$ cat config.mk
export PLATFORM = sky130hd
export DESIGN_NAME = lcd_bus_writer_flat
export DESIGN_NICKNAME = d
export VERILOG_FILES = /design/src/rtl/lcd_pkg.sv /design/src/rtl/lcd_bus_writer_if.sv /design/src/rtl/lcd_byte_fifo.sv /design/src/rtl/lcd_bus_writer.sv /design/src/flat_wrapper.sv
export SDC_FILE = /design/constraint.sdc
export NUM_CORES = 1
export LEC_CHECK = 0
export CORE_UTILIZATION = 44
export CTS_CLUSTER_SIZE = 16
export DETAILED_ROUTE_END_ITERATION = 16
export DONT_BUFFER_PORTS = 1
export GPL_TIMING_DRIVEN = 0
export HOLD_SLACK_MARGIN = 0.05
export SLEW_MARGIN = 25
export SYNTH_ARGS = -nofsm -noshare
export SYNTH_HDL_FRONTEND = slang
export SYNTH_SLANG_ARGS = --single-unit
$ cat constraint.sdc
create_clock -name hwclk -period 1.8 [get_ports hwclk]
set_input_delay 0.18 -clock hwclk [delete_from_list [all_inputs] [get_ports hwclk]]
set_output_delay 0.18 -clock hwclk [all_outputs]
set_load 0.02 [all_outputs]
$ cat src/rtl/lcd_pkg.sv
// lcd_pkg: definitions shared by the LCD bus writer slice.
//   lcd_byte_t     - one queued bus byte: {dcx, data}
//   lcd_wr_state_t - write-strobe sequencer states
//   LCD_CMD/LCD_DATA - dcx encodings (0 = command, 1 = data)
package lcd_pkg;

    localparam logic LCD_CMD  = 1'b0;
    localparam logic LCD_DATA = 1'b1;

    typedef struct packed {
        logic       dcx;
        logic [7:0] data;
    } lcd_byte_t;

    typedef enum logic [1:0] {
        IDLE,
        SETUP,
        LOW,
        HIGH
    } lcd_wr_state_t;

endpackage

$ cat src/rtl/lcd_bus_writer_if.sv
// lcd_bus_writer_if: producer handshake plus the LCD 8080 write bus.
//   in_valid/in_ready/in_dcx/in_data - byte push handshake
//   busy                             - writer has queued or in-flight work
//   dcx/wr/D                         - LCD data/command select, write strobe, data bus
// master: producer / bus observer side.  slave: the writer.
interface lcd_bus_writer_if;

    logic       in_valid;
    logic       in_ready;
    logic       in_dcx;
    logic [7:0] in_data;
    logic       busy;
    logic       dcx;
    logic       wr;
    logic [7:0] D;

    modport master (
        output in_valid, in_dcx, in_data,
        input  in_ready, busy, dcx, wr, D
    );

    modport slave (
        input  in_valid, in_dcx, in_data,
        output in_ready, busy, dcx, wr, D
    );

endinterface

$ cat src/rtl/lcd_byte_fifo.sv
// lcd_byte_fifo: synchronous FIFO of lcd_byte_t.
//   hwclk, nrst - clock, synchronous active-low reset (clears pointers)
//   push, wdata - write a byte (ignored when full)
//   pop         - drop the head byte (ignored when empty)
//   full, empty - occupancy flags
//   head        - combinational view of the oldest byte
module lcd_byte_fifo
    import lcd_pkg::*;
#(
    parameter int unsigned FIFO_DEPTH = 4
) (
    input  logic      hwclk,
    input  logic      nrst,
    input  logic      push,
    input  lcd_byte_t wdata,
    input  logic      pop,
    output logic      full,
    output logic      empty,
    output lcd_byte_t head
);

    localparam int unsigned AW = $clog2(FIFO_DEPTH);

    // Pointers carry one wrap bit above the address so full and empty differ.
    logic [AW:0] wptr;
    logic [AW:0] rptr;
    lcd_byte_t   mem [FIFO_DEPTH];

    assign empty = (wptr == rptr);
    assign full  = (wptr[AW] != rptr[AW]) && (wptr[AW-1:0] == rptr[AW-1:0]);
    assign head  = mem[rptr[AW-1:0]];

    always_ff @(posedge hwclk) begin
        if (push && !full) begin
            mem[wptr[AW-1:0]] <= wdata;
        end
    end

    always_ff @(posedge hwclk) begin
        if (!nrst) begin
            wptr <= '0;
            rptr <= '0;
        end else begin
            if (push && !full) begin
                wptr <= wptr + 1'b1;
            end
            if (pop && !empty) begin
                rptr <= rptr + 1'b1;
            end
        end
    end

endmodule

$ cat src/rtl/lcd_bus_writer.sv
// lcd_bus_writer: drains queued {dcx, data} bytes onto an 8080-style LCD bus.
//   hwclk - system clock (rising edge)
//   nrst  - synchronous active-low reset
//   bus   - slave side of lcd_bus_writer_if: producer handshake in,
//           busy and registered dcx/wr/D out
// Each byte takes 1 setup cycle (wr high, D valid), WR_LOW_CYCLES with wr
// low, then WR_HIGH_CYCLES with wr high and D held; the next byte is popped
// straight out of HIGH so back-to-back bytes keep a 1+L+H cycle period.
module lcd_bus_writer
    import lcd_pkg::*;
#(
    parameter int unsigned WR_LOW_CYCLES  = 2,
    parameter int unsigned WR_HIGH_CYCLES = 2,
    parameter int unsigned FIFO_DEPTH     = 4
) (
    input  logic               hwclk,
    input  logic               nrst,
    lcd_bus_writer_if.slave    bus
);

    localparam int unsigned LW = $clog2(WR_LOW_CYCLES) + 1;
    localparam int unsigned HW = $clog2(WR_HIGH_CYCLES) + 1;
    localparam logic [LW-1:0] LOW_LAST  = LW'(WR_LOW_CYCLES - 1);
    localparam logic [HW-1:0] HIGH_LAST = HW'(WR_HIGH_CYCLES - 1);

    lcd_wr_state_t state;
    logic [LW-1:0] low_cnt;
    logic [HW-1:0] high_cnt;
    logic          accept_en;
    logic          wr_q;
    logic          dcx_q;
    logic [7:0]    d_q;

    logic          push;
    logic          pop;
    logic          full;
    logic          empty;
    lcd_byte_t     push_byte;
    lcd_byte_t     head;

    // accept_en is cleared by reset so in_ready only rises on the first
    // edge after release; nrst also gates it directly while held low.
    assign bus.in_ready   = nrst & accept_en & ~full;
    assign push           = bus.in_valid & bus.in_ready;
    assign push_byte.dcx  = bus.in_dcx;
    assign push_byte.data = bus.in_data;

    assign pop = ~empty & ((state == IDLE) ||
                           ((state == HIGH) && (high_cnt == HIGH_LAST)));

    assign bus.busy = ~empty | (state != IDLE);
    assign bus.wr   = wr_q;
    assign bus.dcx  = dcx_q;
    assign bus.D    = d_q;

    lcd_byte_fifo #(
        .FIFO_DEPTH (FIFO_DEPTH)
    ) u_fifo (
        .hwclk (hwclk),
        .nrst  (nrst),
        .push  (push),
        .wdata (push_byte),
        .pop   (pop),
        .full  (full),
        .empty (empty),
        .head  (head)
    );

    always_ff @(posedge hwclk) begin
        if (!nrst) begin
            state     <= IDLE;
            low_cnt   <= '0;
            high_cnt  <= '0;
            accept_en <= 1'b0;
            wr_q      <= 1'b1;
            dcx_q     <= LCD_DATA;
            d_q       <= '0;
        end else begin
            accept_en <= 1'b1;
            case (state)
                IDLE: begin
                    wr_q <= 1'b1;
                    if (pop) begin
                        d_q   <= head.data;
                        dcx_q <= head.dcx;
                        state <= SETUP;
                    end
                end
                SETUP: begin
                    wr_q    <= 1'b0;
                    low_cnt <= '0;
                    state   <= LOW;
                end
                LOW: begin
                    if (low_cnt == LOW_LAST) begin
                        wr_q     <= 1'b1;
                        low_cnt  <= '0;
                        high_cnt <= '0;
                        state    <= HIGH;
                    end else begin
                        low_cnt <= low_cnt + 1'b1;
                    end
                end
                HIGH: begin
                    if (high_cnt == HIGH_LAST) begin
                        high_cnt <= '0;
                        if (pop) begin
                            d_q   <= head.data;
                            dcx_q <= head.dcx;
                            state <= SETUP;
                        end else begin
                            state <= IDLE;
                        end
                    end else begin
                        high_cnt <= high_cnt + 1'b1;
                    end
                end
                default: state <= IDLE;
            endcase
        end
    end

endmodule

$ cat src/flat_wrapper.sv
// flat-port wrapper written by rule: the top's interface ports become plain ports
module lcd_bus_writer_flat import lcd_pkg::*;
#(
    parameter int unsigned WR_LOW_CYCLES  = 2,
    parameter int unsigned WR_HIGH_CYCLES = 2,
    parameter int unsigned FIFO_DEPTH     = 4
)
  (hwclk, nrst, bus_in_valid, bus_in_dcx, bus_in_data, bus_in_ready, bus_busy, bus_dcx, bus_wr, bus_D);
  lcd_bus_writer_if bus_i ();
  input  logic hwclk;
  input  logic nrst;
  input wire logic [$bits(bus_i.in_valid)-1:0] bus_in_valid;
  input wire logic [$bits(bus_i.in_dcx)-1:0] bus_in_dcx;
  input wire logic [$bits(bus_i.in_data)-1:0] bus_in_data;
  output wire logic [$bits(bus_i.in_ready)-1:0] bus_in_ready;
  output wire logic [$bits(bus_i.busy)-1:0] bus_busy;
  output wire logic [$bits(bus_i.dcx)-1:0] bus_dcx;
  output wire logic [$bits(bus_i.wr)-1:0] bus_wr;
  output wire logic [$bits(bus_i.D)-1:0] bus_D;
  assign bus_i.in_valid = bus_in_valid;
  assign bus_i.in_dcx = bus_in_dcx;
  assign bus_i.in_data = bus_in_data;
  assign bus_in_ready = bus_i.in_ready;
  assign bus_busy = bus_i.busy;
  assign bus_dcx = bus_i.dcx;
  assign bus_wr = bus_i.wr;
  assign bus_D = bus_i.D;
  lcd_bus_writer #(.WR_LOW_CYCLES(WR_LOW_CYCLES), .WR_HIGH_CYCLES(WR_HIGH_CYCLES), .FIFO_DEPTH(FIFO_DEPTH)) u_core (.hwclk(hwclk), .nrst(nrst), .bus(bus_i));
endmodule
After elaboration in Yosys (flattened, before gate mapping). Memories as Yosys holds them, arrays and structs flattened. A register that Yosys moved wholly into a read port is not among the register bits. Index checks and enable logic that the tools add are counted.

Register bits: 23. RAM bits: 36. Output and inout port bits: 12. Logic and storage cells: 72. Memories kept: 1.

Memory list: u_core.u_fifo.mem (words 4, bits a word 9, rd ports 1, clocked after Yosys merged registers in 1, wr ports 1, RTL line lcd_byte_fifo.sv:27) `lcd_byte_t mem [FIFO_DEPTH];`.

Add/sub/neg operators: 4. Equality and inequality tests: 11. Mux-type cells: 23. Bitwise operators: 7. Reduce and logical (&&, ||, !) cells: 17.

Operators by type and width (number): $mux W2 (8); $mux W8 (2); $pmux W8 S2 (1); $pmux W2 S2 (2); $pmux W2 S4 (1); $reduce_bool A2 Y1 (4); $mux W1 (7); $add A3 B1 Y3 const B (2); $eq A2 B1 Y1 const B (3); $reduce_and A2 Y1 (3); $add A2 B1 Y2 const B (2); $and A1 B1 Y1 (4); $eq A2 B2 Y1 const B (2); $logic_and A1 B1 Y1 (4); $ne A2 B2 Y1 const B (2); $eq A3 B3 Y1 (1); $pmux W1 S3 (1); $reduce_and A3 Y1 (1); $reduce_bool A3 Y1 (1); $eq A2 B2 Y1 (1); $logic_not A1 Y1 (2); $logic_not A2 Y1 (1); $ne A2 B1 Y1 const B (1); $not A1 Y1 (2); other kinds (4) (4).

Longest topological paths before layout.
Depth after elaboration: 8. Depth in mapped cells: 7.

Hierarchy. Synthesis repeated with hierarchy kept, for this count alone.

Cell total of the unflattened synthesis: 207. Area, all modules: 2701.3 sq um.

By module, submodules not included: lcd_byte_fifo (times used 1, cells an instance 115, area an instance 1866.8 sq um, sequential area each 1241.2 sq um); lcd_bus_writer (times used 1, cells an instance 92, area an instance 834.6 sq um, sequential area each 340.3 sq um).

Worst setup path before layout. No wires, ideal clock.

Kind: reg-to-reg. Start: register u_core.state[0]. End: register u_core.dcx_q (netlist: u_core.bus.dcx). Arrival time: 1.459 ns. Slack: 0.212 ns. Stages on the path, launching flop included: 8. Clock period less this slack: 1.588 ns. Path through: dfxtp_1 > ha_1 > buf_4 > nand3b_1 > a32oi_1 > buf_4 > mux2i_1 > nand2_1.

Word-level cells in the longest chain between the ends: 7.

RTL lines: start, declared (RTL line lcd_bus_writer.sv:26) `lcd_wr_state_t state;`; start signal, assigned (RTL line lcd_bus_writer.sv:71) `state <= IDLE;`; start signal, assigned (RTL line lcd_bus_writer.sv:86) `state <= SETUP;`; start signal, assigned (RTL line lcd_bus_writer.sv:92) `state <= LOW;`; $eq A2 B2 Y1 (RTL line lcd_bus_writer.sv:49, lcd_bus_writer.sv:80); $logic_and A1 B1 Y1 (RTL line lcd_bus_writer.sv:49) `((state == HIGH) && (high_cnt == HIGH_LAST)));`; $logic_or A1 B1 Y1 (RTL line lcd_bus_writer.sv:48) `assign pop = ~empty & ((state == IDLE) ||`; $and A1 B1 Y1 (RTL line lcd_bus_writer.sv:48); $mux W1 (2 in series); $pmux W1 S2 (RTL line lcd_bus_writer.sv:80) `case (state)`; end signal, assigned (RTL line lcd_bus_writer.sv:85) `dcx_q <= head.dcx;`; end signal, assigned (RTL line lcd_bus_writer.sv:109) `dcx_q <= head.dcx;`; end, declared (RTL line lcd_bus_writer.sv:31) `logic dcx_q;`.

Several ways; a longest one is shown, not always the timed one. The select of a mux whose other input is x is not followed. A chain may end at the register's enable or synchronous reset.

Worst setup path in the final report.
Start: register u_core.u_fifo.wptr[1]. End: output bus_busy.

Word-level cells in the longest chain between the ends: 3.

RTL lines: start, declared (RTL line lcd_byte_fifo.sv:25) `logic [AW:0] wptr;`; start signal, assigned (RTL line lcd_byte_fifo.sv:45) `wptr <= wptr + 1'b1;`; $eq A3 B3 Y1 (RTL line lcd_byte_fifo.sv:29) `assign empty = (wptr == rptr);`; $not A1 Y1 (RTL line lcd_bus_writer.sv:51) `assign bus.busy = ~empty | (state != IDLE);`; $or A1 B1 Y1 (RTL line lcd_bus_writer.sv:51); end, declared (RTL line flat_wrapper.sv:16) `output wire logic [$bits(bus_i.busy)-1:0] bus_busy;`.

Every way passes these cells.

==> results.md <==
* Status: completed
* Cell Area, Synth at between 2000 and 3000 um^2
* TritonCTS clock tree: built
* Area taken by multi-input logic gates at 925 um^2
* CTS Root Cell: clkbuf_8
* Pleak at 1.02 nW
* Crit Path Category: reg -> out
* IO Count at 24
* DR vias at roughly 1400
* CP Data Arrival Time at 1.56 ns
* Final setup viols at 0
* Yosys cell types at 36
* Max-cap violations at 0
* Slew Viols, Final at 0
* Hold_ws at 0.112 ns
* Post-synthesis average cell area at 15.0 um^2
* Setup TNS at 0 ns
* Fmax at between 500 and 600 MHz
* # diodes at 0
* Worst EP required at 1.62 ns
* # fillers at 506
* Longest Clk Path Bufs at 2
* Gpl congestion at 0.859
* HPWL Detailed at 3170 um
* Total gr overflow at 0
* Util after Layout at approximately 53%
* Reg clk slew, reported paths at about 0.070 ns
* Register Area at 1590 um^2
* Clock sink count at 61
* Syn_nets at approximately 190
* Port Buffers at 0
* Die Footprint at 6130 um^2
* Placement Rows at 27
* Non-filler cells, final at 269
* Die Ht at 78.3 um
* CP max FO at 5
* Final Cycle Share at 96.9%
* Yosys Warn Count at 0
* Placed cell count at 243
* Post-CTS Setup Inserts at 0
* Largest net degree at the start of global routing at 11
* WL final at roughly 4600 um
* Worst min-delay path class: in -> reg
* ANT nets after route at 0
* Vias in the first global route at 1519
* DR WL/cell at 17.2 um
* Starting Density at between 40% and 50%
* Layout Nets at 215
* Die X at 78.3 um
* Synth Register Bits at 61
* First-pass GRT wire length at 7400 um
* Crit path launch type: flop
* DR vias/cell at between 5 and 6
* RSZ-0062 raised after global routing: yes
* Cts bufs inserted at 9
* Tmin final at around 1.7 ns
* Sequential area share after synthesis at 61.8%
* Drt pass-1 iters at 4
* Final Hold Violating Endpoints at 0
* DR iter-0 viols at between 70 and 80
* Post-Synthesis Cells at roughly 170
* CP Capture Type: output pin
* Area grow syn2layout at 15.1%
* Initial antenna violation count at 0
* H-tree depth at 3
* Rel. slew slack at 61.4%
* Slew @ Worst Pin at 0.578 ns
* Core ar. at around 5500 um^2
* Clk_skew at a little under 0.006 ns
* Drc violations at 0
* P per Cell Area at 1430 nW/um^2
* GRT Total Usage at 16.8%
* Fraction of layout cells with a size suffix above 1 at 21.3%
* Worst-skew pair later-pin latency at roughly 0.32 ns
* VDD IR max at 484 uV
[state kept, by name (all words and copies together) (netlist names), 2 cells and up, named ones only]
signal	count
u_core.u_fifo.mem	36
u_core.bus.D	8
u_core.u_fifo.rptr	3
u_core.u_fifo.wptr	3
u_core.high_cnt	2
u_core.low_cnt	2
u_core.state	2
[layout by cell type, fill, tap and decap left out, types with 2 or more instances in the layout]
cell type	Yosys	final
o21ai_0	4	4
dfxtp_4	0	2
and2_2	0	3
xnor2_2	3	3
dlygate4sd3_1	0	10
mux2i_1	13	13
buf_6	0	2
inv_1	7	7
a21oi_1	4	4
clkinv_1	0	2
o31ai_1	2	2
clkbuf_1	2	2
nand2b_1	5	5
clkbuf_8	0	11
ha_1	11	11
clkinv_2	0	2
dfxtp_1	25	23
nor2_1	13	13
nand2_1	10	10
mux4_2	9	9
nand3_1	2	2
edfxtp_1	36	36
[layer usage]
metal,track usage [%],routed length [um],vias up
met1,18.6,1970,713
met2,28.9,2410,33
met5,0,0,-
met3,5.81,197,7
li1,-,-,676
met4,7.59,55,0
[final timing paths]
kind              depth (start not counted)  slack [ns]                   from                 endpoint
setup reg to reg                          3        0.10  u_core.u_fifo.wptr[1]  u_core.u_fifo.mem[2][7]
hold reg to reg                           2        0.44      u_core.low_cnt[1]        u_core.low_cnt[1]
hold / removal                            2        0.11                   nrst          u_core.bus.D[4]
setup / recovery                          3        0.06  u_core.u_fifo.wptr[1]                 bus_busy
[cell type report]
class / instances / area share [%]
repair buffers: 10 / 3.40
flip-flops and latches: 61 / 54.0
inverters: 7 / 0.892
clock buffers: 11 / 5.14
clock inverters: 5 / 0.850
well taps: 72 / 3.06
multi-input cells: 97 / 31.4
plain buffers: 6 / 1.32
[logic make-up after synthesis]
| kind of cell | after synthesis | share of synthesized area [%] |
|---|---|---|
| flops | 61 | 61.8 |
| simple gates | 38 | 7.33 |
| mux | 23 | 13.4 |
| compound gates | 20 | 7.23 |
| buf+inv | 13 | 2.25 |
| fa+ha+maj | 11 | 5.38 |
| xor+xnor | 5 | 2.59 |
[Yosys cell counts (all sizes together)]
cell | instances | area share [%]
a22oi | 1 | 0.29
edfxtp | 36 | 42
mux4 | 9 | 7.9
and4 | 1 | 0.39
o31ai | 2 | 0.59
o21ai | 4 | 0.78
a2111oi | 1 | 1.1
clkbuf | 3 | 0.49
xnor2 | 4 | 2.2
buf | 3 | 0.73
nor2 | 13 | 1.9
o311ai | 1 | 0.34
nand2 | 10 | 1.5
or3b | 1 | 0.34
a32oi | 2 | 1.4
nand2b | 5 | 1.2
mux2i | 13 | 5.1
xor2 | 1 | 0.34
a22o | 1 | 0.34
a21oi | 4 | 0.78
dfxtp | 25 | 20
a31oi | 2 | 0.73
inv | 7 | 1.0
a211oi | 1 | 0.49
nand3 | 2 | 0.39
and2 | 5 | 1.3
mux2 | 1 | 0.44
nand3b | 1 | 0.29
o211a | 1 | 0.39
ha | 11 | 5.4
[stage by stage]
step	power, mW	cell area (um^2)	worst slack [ns]
global placement	3.08	2650	-0.0105
global route	4.45	2950	-0.0437
CTS	4.25	2940	0.0122
detailed placement	3.15	2650	-0.121
finish	4.22	2950	0.0565
floorplan	2.90	2560	0.212
[power breakdown]
group	internal, mW	total [mW]	leakage (nW)	switching, mW
sequential	1.65	1.89	0.531	0.239
combinational	0.592	1.28	0.402	0.684
clock	0.560	1.06	0.0902	0.497
[critical path, stage by stage (launching register included)]
cell     delay [ns]
dfxtp_1        0.37
xnor2_2        0.37
and4_2         0.35
inv_1          0.15
[what timing repair did]
action / in CTS / in global routing
endpoints found under the hold margin: 37 / 0
gates resized for setup: 5 / 4
gates cloned: 0 / 0
pin swaps: 0 / 0
hold buffers: 10 / 0
endpoints found under the setup margin: 36 / 31
No activity file was read; power rests on OpenSTA's default activity.
